### config.mk
export PLATFORM = sky130hd
export DESIGN_NAME = cpx_spc_rpt_buf_flat
export DESIGN_NICKNAME = d
export VERILOG_FILES = /design/src/rtl/cpx_spc_rpt_buf_if.sv /design/src/rtl/cpx_spc_rpt_buf.sv /design/src/flat_wrapper.sv
export SDC_FILE = /design/constraint.sdc
export NUM_CORES = 1
export LEC_CHECK = 0
export ABC_AREA = 1
export BUFFER_PORTS_ARGS = -buffer_cell sky130_fd_sc_hd__buf_4
export CAP_MARGIN = 30
export CORE_ASPECT_RATIO = 1.25
export CORE_MARGIN = 3
export CORE_UTILIZATION = 35
export CTS_CLUSTER_SIZE = 10
export DETAILED_ROUTE_END_ITERATION = 16
export PLACE_DENSITY = 0.55
export SYNTH_ARGS = -nofsm -noshare
export SYNTH_HDL_FRONTEND = slang
export SYNTH_SLANG_ARGS = --single-unit
export TNS_END_PERCENT = 20
### constraint.sdc
create_clock -name rclk -period 13.1 [get_ports rclk]
set_input_delay 2.62 -clock rclk [delete_from_list [all_inputs] [get_ports rclk]]
set_output_delay 2.62 -clock rclk [all_outputs]
set_load 0.005 [all_outputs]
### src/rtl/cpx_spc_rpt_buf_if.sv
// CPX-to-SPARC repeater bus: crossbar-side packet/ready, core-side stall,
// delivered packet with its LSU bypass duplicate, and hold-buffer status.
interface cpx_spc_rpt_buf_if #(
    parameter int WIDTH = 145,
    parameter int DEPTH = 4
);
    localparam int CW = $clog2(DEPTH + 1);

    logic [WIDTH-1:0] cpx_spc_data_cx2;
    logic             cpx_spc_data_rdy_cx2;
    logic             spc_cpx_hold;
    logic [WIDTH-1:0] cpx_spc_data_cx3;
    logic             cpx_spc_data_rdy_cx3;
    logic [WIDTH-1:0] cpx_spc_data_cx3_dup;
    logic [CW-1:0]    buf_cnt;
    logic             buf_ovf;

    modport master (
        output cpx_spc_data_cx2,
        output cpx_spc_data_rdy_cx2,
        output spc_cpx_hold,
        input  cpx_spc_data_cx3,
        input  cpx_spc_data_rdy_cx3,
        input  cpx_spc_data_cx3_dup,
        input  buf_cnt,
        input  buf_ovf
    );

    modport slave (
        input  cpx_spc_data_cx2,
        input  cpx_spc_data_rdy_cx2,
        input  spc_cpx_hold,
        output cpx_spc_data_cx3,
        output cpx_spc_data_rdy_cx3,
        output cpx_spc_data_cx3_dup,
        output buf_cnt,
        output buf_ovf
    );
endinterface

### src/rtl/cpx_spc_rpt_buf.sv
// CPX-to-SPARC repeater: STAGES-deep register pipe feeding an output register,
// with an in-order hold buffer that absorbs packets while the core stalls.
module cpx_spc_rpt_buf #(
    parameter int WIDTH  = 145,
    parameter int STAGES = 2,
    parameter int DEPTH  = 4
) (
    input logic                 rclk,
    input logic                 reset,
    cpx_spc_rpt_buf_if.slave    bus
);
    localparam int CW = $clog2(DEPTH + 1);
    localparam int AW = $clog2(DEPTH);
    localparam logic [CW-1:0] FULL = CW'(DEPTH);

    logic             w_tail_vld;
    logic [WIDTH-1:0] w_tail_data;

    logic [WIDTH-1:0] r_mem [DEPTH];
    logic [AW-1:0]    r_rd_ptr;
    logic [AW-1:0]    r_wr_ptr;
    logic [CW-1:0]    r_cnt;
    logic             r_ovf;
    logic             r_out_vld;
    logic [WIDTH-1:0] r_out_data;
    logic [WIDTH-1:0] r_dup_data;

    logic             w_enq;
    logic             w_deq;
    logic             w_drop;
    logic             w_out_vld_nxt;
    logic             w_out_load;
    logic [WIDTH-1:0] w_out_data_nxt;
    logic [CW-1:0]    w_cnt_nxt;

    generate
        if (STAGES == 1) begin : g_no_pipe
            assign w_tail_vld  = bus.cpx_spc_data_rdy_cx2;
            assign w_tail_data = bus.cpx_spc_data_cx2;
        end else begin : g_pipe
            logic [STAGES-2:0] r_vld;
            logic [WIDTH-1:0]  r_data [STAGES-1];

            // Pipe stages: valids always shift, data only follows a valid packet.
            always_ff @(posedge rclk or posedge reset) begin
                if (reset) begin
                    r_vld <= '0;
                    for (int i = 0; i < STAGES - 1; i++) begin
                        r_data[i] <= '0;
                    end
                end else begin
                    r_vld[0] <= bus.cpx_spc_data_rdy_cx2;
                    if (bus.cpx_spc_data_rdy_cx2) begin
                        r_data[0] <= bus.cpx_spc_data_cx2;
                    end
                    for (int i = 1; i < STAGES - 1; i++) begin
                        r_vld[i] <= r_vld[i-1];
                        if (r_vld[i-1]) begin
                            r_data[i] <= r_data[i-1];
                        end
                    end
                end
            end

            assign w_tail_vld  = r_vld[STAGES-2];
            assign w_tail_data = r_data[STAGES-2];
        end
    endgenerate

    // Output selection: stall, then buffer head, then tail pass-through.
    always_comb begin
        w_out_vld_nxt  = 1'b0;
        w_out_load     = 1'b0;
        w_out_data_nxt = w_tail_data;
        w_enq          = 1'b0;
        w_deq          = 1'b0;
        w_drop         = 1'b0;
        if (bus.spc_cpx_hold) begin
            if (w_tail_vld) begin
                if (r_cnt != FULL) begin
                    w_enq = 1'b1;
                end else begin
                    w_drop = 1'b1;
                end
            end else begin
                w_enq = 1'b0;
            end
        end else if (r_cnt != '0) begin
            // Head is freed this cycle, so a full buffer still accepts the tail.
            w_out_vld_nxt  = 1'b1;
            w_out_load     = 1'b1;
            w_out_data_nxt = r_mem[r_rd_ptr];
            w_deq          = 1'b1;
            w_enq          = w_tail_vld;
        end else begin
            w_out_vld_nxt  = w_tail_vld;
            w_out_load     = w_tail_vld;
            w_out_data_nxt = w_tail_data;
        end
    end

    // Occupancy next value from the enqueue/dequeue pair.
    always_comb begin
        w_cnt_nxt = r_cnt;
        case ({w_enq, w_deq})
            2'b10:   w_cnt_nxt = r_cnt + CW'(1);
            2'b01:   w_cnt_nxt = r_cnt - CW'(1);
            default: w_cnt_nxt = r_cnt;
        endcase
    end

    // Hold-buffer storage; contents are don't-care after reset.
    always_ff @(posedge rclk) begin
        if (w_enq) begin
            r_mem[r_wr_ptr] <= w_tail_data;
        end
    end

    // Buffer pointers, occupancy, sticky overflow and the output registers.
    always_ff @(posedge rclk or posedge reset) begin
        if (reset) begin
            r_rd_ptr   <= '0;
            r_wr_ptr   <= '0;
            r_cnt      <= '0;
            r_ovf      <= 1'b0;
            r_out_vld  <= 1'b0;
            r_out_data <= '0;
            r_dup_data <= '0;
        end else begin
            if (w_enq) begin
                r_wr_ptr <= r_wr_ptr + AW'(1);
            end
            if (w_deq) begin
                r_rd_ptr <= r_rd_ptr + AW'(1);
            end
            if (w_drop) begin
                r_ovf <= 1'b1;
            end
            r_cnt     <= w_cnt_nxt;
            r_out_vld <= w_out_vld_nxt;
            if (w_out_load) begin
                r_out_data <= w_out_data_nxt;
                r_dup_data <= w_out_data_nxt;
            end
        end
    end

    assign bus.cpx_spc_data_cx3     = r_out_data;
    assign bus.cpx_spc_data_rdy_cx3 = r_out_vld;
    assign bus.cpx_spc_data_cx3_dup = r_dup_data;
    assign bus.buf_cnt              = r_cnt;
    assign bus.buf_ovf              = r_ovf;
endmodule

### src/flat_wrapper.sv
// flat-port wrapper written by rule: the top's interface ports become plain ports
module cpx_spc_rpt_buf_flat 
#(
    parameter int WIDTH  = 145,
    parameter int STAGES = 2,
    parameter int DEPTH  = 4
)
  (rclk, reset, bus_cpx_spc_data_cx2, bus_cpx_spc_data_rdy_cx2, bus_spc_cpx_hold, bus_cpx_spc_data_cx3, bus_cpx_spc_data_rdy_cx3, bus_cpx_spc_data_cx3_dup, bus_buf_cnt, bus_buf_ovf);
  cpx_spc_rpt_buf_if #(.WIDTH(WIDTH), .DEPTH(DEPTH)) bus_i ();
  input logic rclk;
  input logic reset;
  input wire logic [$bits(bus_i.cpx_spc_data_cx2)-1:0] bus_cpx_spc_data_cx2;
  input wire logic [$bits(bus_i.cpx_spc_data_rdy_cx2)-1:0] bus_cpx_spc_data_rdy_cx2;
  input wire logic [$bits(bus_i.spc_cpx_hold)-1:0] bus_spc_cpx_hold;
  output wire logic [$bits(bus_i.cpx_spc_data_cx3)-1:0] bus_cpx_spc_data_cx3;
  output wire logic [$bits(bus_i.cpx_spc_data_rdy_cx3)-1:0] bus_cpx_spc_data_rdy_cx3;
  output wire logic [$bits(bus_i.cpx_spc_data_cx3_dup)-1:0] bus_cpx_spc_data_cx3_dup;
  output wire logic [$bits(bus_i.buf_cnt)-1:0] bus_buf_cnt;
  output wire logic [$bits(bus_i.buf_ovf)-1:0] bus_buf_ovf;
  assign bus_i.cpx_spc_data_cx2 = bus_cpx_spc_data_cx2;
  assign bus_i.cpx_spc_data_rdy_cx2 = bus_cpx_spc_data_rdy_cx2;
  assign bus_i.spc_cpx_hold = bus_spc_cpx_hold;
  assign bus_cpx_spc_data_cx3 = bus_i.cpx_spc_data_cx3;
  assign bus_cpx_spc_data_rdy_cx3 = bus_i.cpx_spc_data_rdy_cx3;
  assign bus_cpx_spc_data_cx3_dup = bus_i.cpx_spc_data_cx3_dup;
  assign bus_buf_cnt = bus_i.buf_cnt;
  assign bus_buf_ovf = bus_i.buf_ovf;
  cpx_spc_rpt_buf #(.WIDTH(WIDTH), .STAGES(STAGES), .DEPTH(DEPTH)) u_core (.rclk(rclk), .reset(reset), .bus(bus_i));
endmodule
Word level (Yosys, flattened, before mapping)
Memories as Yosys holds them, arrays and structs flattened. Index checks and enable logic that the tools add are counted. W data, S select, Z words.

Add/subtract/negate cells: 4. Multipliers: 0. Div/mod/pow operators: 0. Order comparisons: 0. Eq/ne operators: 3. Shifts and indexed selects: 0. Multiplexer cells: 16. Bitwise gates (word level): 0. Reductions and logical operators: 2.

Operator list (number): $mux W145 (2); $mux W1 (13); $pmux W3 S2 (1); $add A2 B1 Y2 const B (2); $add A3 B1 Y3 const B (1); $ne A3 B3 Y1 const B (1); $reduce_bool A3 Y1 (1); $sub A3 B1 Y3 const B (1); $eq A2 B1 Y1 const B (1); $eq A2 B2 Y1 const B (1); $reduce_bool A2 Y1 (1).

Bits in registers: 300. Bits in latches: 0. RAM bits: 580. Memory bits (read-only): 0. Bits of input ports: 149. Output and inout bits: 295. Logic and storage cells: 34. Memories: 1.

Memories: u_core.r_mem (words 4, width 145, read ports 1, clocked after Yosys merged registers in 0, write ports 1, line cpx_spc_rpt_buf.sv:19) `logic [WIDTH-1:0] r_mem [DEPTH];`.

Logic depth before layout (Yosys ltp)
Word-level depth: 6. Depth in mapped cells: 12. Gate-level depth less buffers: 11.

Least setup slack after synthesis
No wires, ideal clock.

Kind: input to register. From: input bus_spc_cpx_hold. To: memory u_core.r_mem[0][0] (enable). Setup time: 0.652 ns. Data arrival time: 9.222 ns. Path slack: 3.227 ns. Stages: 5. Buffers on the path: 0. Path through: inv_2 > nand2_2 > o21ai_0 > inv_1 > nor2_1.

Word-level cells in the longest chain between the ends: 3.

RTL lines: start, declared (line flat_wrapper.sv:14) `input wire logic [$bits(bus_i.spc_cpx_hold)-1:0] bus_spc_cpx_hold;`; $mux W1 (line cpx_spc_rpt_buf.sv:78) `if (bus.spc_cpx_hold) begin`; $mux W1 (line cpx_spc_rpt_buf.sv:114) `if (w_enq) begin`; $mux W1 (not written as such) (line cpx_spc_rpt_buf.sv:115) `r_mem[r_wr_ptr] <= w_tail_data;`; end, declared (line cpx_spc_rpt_buf.sv:19).

No other way between the ends.

Final worst setup path
From: input bus_spc_cpx_hold. To: memory u_core.r_mem[0][56] (enable).

Same word-level chain as after synthesis.

==> run metrics <==
DRT Pass-1 Iters 5; syn avg cell area 10.58 um^2; Worst path max stage delay 700 ps; worst hold stages 1; vias 23930; max cap viols 0; Layout area overhead 17.47%; largest net degree at the start of global routing 148; drt wl/cell 18.20 um; Starting Density 35.36%; crit-path cells buf_4, inv_2, nand2_4, o21ai_0, inv_1, nor2_4, buf_4, buf_4; total I/O pin count 444; pwr/cell area 222.8 mW/mm^2; DRC violations left 0; maximum clock insertion buffer count 3; drt via density 4.712; Root Driver clkbuf_16; CP most frequent cell buf_4; share of the yosys chip area belonging to registers 68.81%; CP max FO 76; Die X 293.7 um; final setup vio count 0; clock sink count 880; Syn. warnings 0; Final Hold Fails 0; reg2reg start u_core.bus.buf_cnt[0]; DPL Wire Length 52780 um; Synth Instances 3424; CTS tree yes; Filler cells 9724; CP Launch Point bus_spc_cpx_hold; Hold WC Path Type reg2reg; worst r2r dst u_core.r_mem[0][56]; core area 0.1024 mm^2; GRT Util Overall 16.89%; Antenna Cells 0; actual slew at the worst max-slew pin 1201 ps; startpoint types input pin; IR drop worst, VDD 0.1375 mV; Setup TNS Final 0 ps; FF-to-FF setup slack 8940 ps; Tcrit/Tclk final 43.52%; Synth Register Bits 880; synthesized area 0.03622 mm^2; vias in the first global route 23790; PortBufs 443; CTS H-tree lvls 3; CTS buffer count 99; Hold Buf Count CTS 0; outcome complete, no violations; LEAKAGE 0.01808 uW; gr ovfl total 0; GP Congestion 0.7238; # resized after CTS 0; Worst-path clk slew 50 ps; max-slew violations 0; drt total wl 92400 um; Starting DRT DRC Count 1584; Cell Rows 131; first-pass GRT wire length 141100 um; r2r worst-path depth 8; die area 0.1074 mm^2; Die H 365.7 um; RSZ-0062 raised after global routing false; worst hold endpoint u_core.bus.buf_ovf; Worst-Skew Late Latency 650 ps; crit path time final 5701 ps; nets@finish 3821; Post-Place Setup Slack 6622 ps; f_max 0.1754 GHz; placed insts 4889; syn_nets 3578; max_slew headroom 19.94%; critical path class in2reg; clk_skew 16.83 ps; Hold Path Origin u_core.bus.buf_ovf; WP data arrival 5970 ps; Synth cell types 26; fin cells 5078; share of layout cells above drive strength 1 16.17%; Worst path slowest cell buf_4; Req. time, crit path 13370 ps; post-route setup slack 7399 ps; initial antenna violation count 0; postcts setup bufs 0; Routed Antenna Nets 0; Critical Path Sink Type flop
==> worst max-delay path, delay by kind of cell <==
| family | cells | cell delay (ps) |
|---|---|---|
| buf+inv | 5 | 1810 |
| simple gates | 2 | 890 |
| compound gates | 1 | 600 |
==> through the flow <==
step	power (uW)	util, %	hold slack, ps	area (um^2)
floorplan	5963	-	467.8	36220
global route	10120	41.53	517.1	42550
CTS	9611	41.35	486.0	42360
global placement	7028	38.52	493.6	39460
detailed placement	7059	38.52	482.2	39460
finish	9482	41.53	497.9	42550
==> cells in the final DEF, fill, tap and decap left out, drive strengths merged, types with 2 or more instances in the layout <==
cell type	netlist	layout
clkinv	0	2
buf	284	477
nand2	1330	1330
o21ai	320	320
o211ai	28	28
ha	4	4
edfxtp	580	580
clkbuf	51	175
nor2	64	64
nand3	266	266
inv	192	197
dfrtp	300	300
==> synth_stat cells <==
| library cell | instances | area share, % |
|---|---|---|
| nor2_1 | 63 | 0.65 |
| o21bai_1 | 1 | 0.021 |
| o211ai_1 | 28 | 0.58 |
| clkbuf_1 | 50 | 0.52 |
| edfxtp_1 | 580 | 48 |
| clkbuf_2 | 1 | 0.014 |
| nand3_1 | 266 | 3.7 |
| buf_4 | 169 | 3.5 |
| inv_2 | 2 | 0.021 |
| buf_6 | 7 | 0.22 |
| a21oi_2 | 1 | 0.024 |
| buf_1 | 5 | 0.052 |
| ha_1 | 4 | 0.14 |
| dfrtp_1 | 300 | 21 |
| nand2_2 | 3 | 0.052 |
| nand4_1 | 1 | 0.017 |
| buf_2 | 103 | 1.4 |
| o21ai_0 | 284 | 3.9 |
| xor2_1 | 1 | 0.024 |
| nor2_4 | 1 | 0.031 |
| nand2_4 | 1 | 0.031 |
| inv_4 | 1 | 0.017 |
| inv_1 | 189 | 2.0 |
| fa_1 | 1 | 0.055 |
| o21ai_1 | 36 | 0.50 |
| nand2_1 | 1326 | 14 |
==> sequential cells by signal, indices dropped and copies added, names as in the netlist <==
signal / cells
u_core.bus.buf_cnt: 3
u_core.bus.buf_ovf: 1
u_core.bus.cpx_spc_data_cx3_dup: 145
u_core.bus.cpx_spc_data_rdy_cx3: 1
u_core.g_pipe.r_data: 145
u_core.g_pipe.r_vld: 1
u_core.r_mem: 580
u_core.r_rd_ptr: 2
u_core.r_wr_ptr: 2
==> power breakdown <==
part	internal (uW)	leakage, uW	switching, uW	total, uW
Combinational	1150	0.00781	1750	2890
Clock	1450	0.00138	1070	2520
Sequential	3640	0.00888	430	4070
==> kinds of logic (layout without fill, tap and decap cells) <==
family | count (synthesis) | count (layout) | share of synthesized area, %
simple gates | 1661 | 1661 | 18.20
compound gates | 350 | 350 | 5.047
fa+ha+maj | 5 | 5 | 0.1935
xor+xnor | 1 | 1 | 0.02418
buf+inv | 527 | 851 | 7.724
flops | 880 | 880 | 68.81
==> area by class of cell <==
cell class	instances	area (um^2)	area share, %
flip-flops and latches	880	24930	58.60
multi-input cells	2017	8547	20.09
repair buffers	477	3766	8.851
clock inverters	7	65.06	0.1529
well taps	1330	1664	3.911
clock buffers	175	2834	6.661
inverters	192	740.7	1.741
==> layer usage <==
| layer | global-route usage, % | wire, um | vias up |
|---|---|---|---|
| met4 | 5.012 | 2130 | 0 |
| met2 | 28.77 | 45630 | 529 |
| met1 | 22.51 | 40540 | 11660 |
| met3 | 2.374 | 4095 | 111 |
| met5 | 0 | 0 | - |
| li1 | - | - | 11620 |
==> how the worst max path moves through the flow <==
stage	slack (ps)	cells past startpoint	end
floorplan	2190	1	u_core.bus.buf_cnt[0]
global placement	6670	8	u_core.r_mem[0][60]
detailed placement	6620	8	u_core.r_mem[0][60]
CTS	7320	8	u_core.r_mem[0][62]
global route	7120	8	u_core.r_mem[0][56]
finish	7400	8	u_core.r_mem[0][56]
Power figures use the tool's default switching activity.
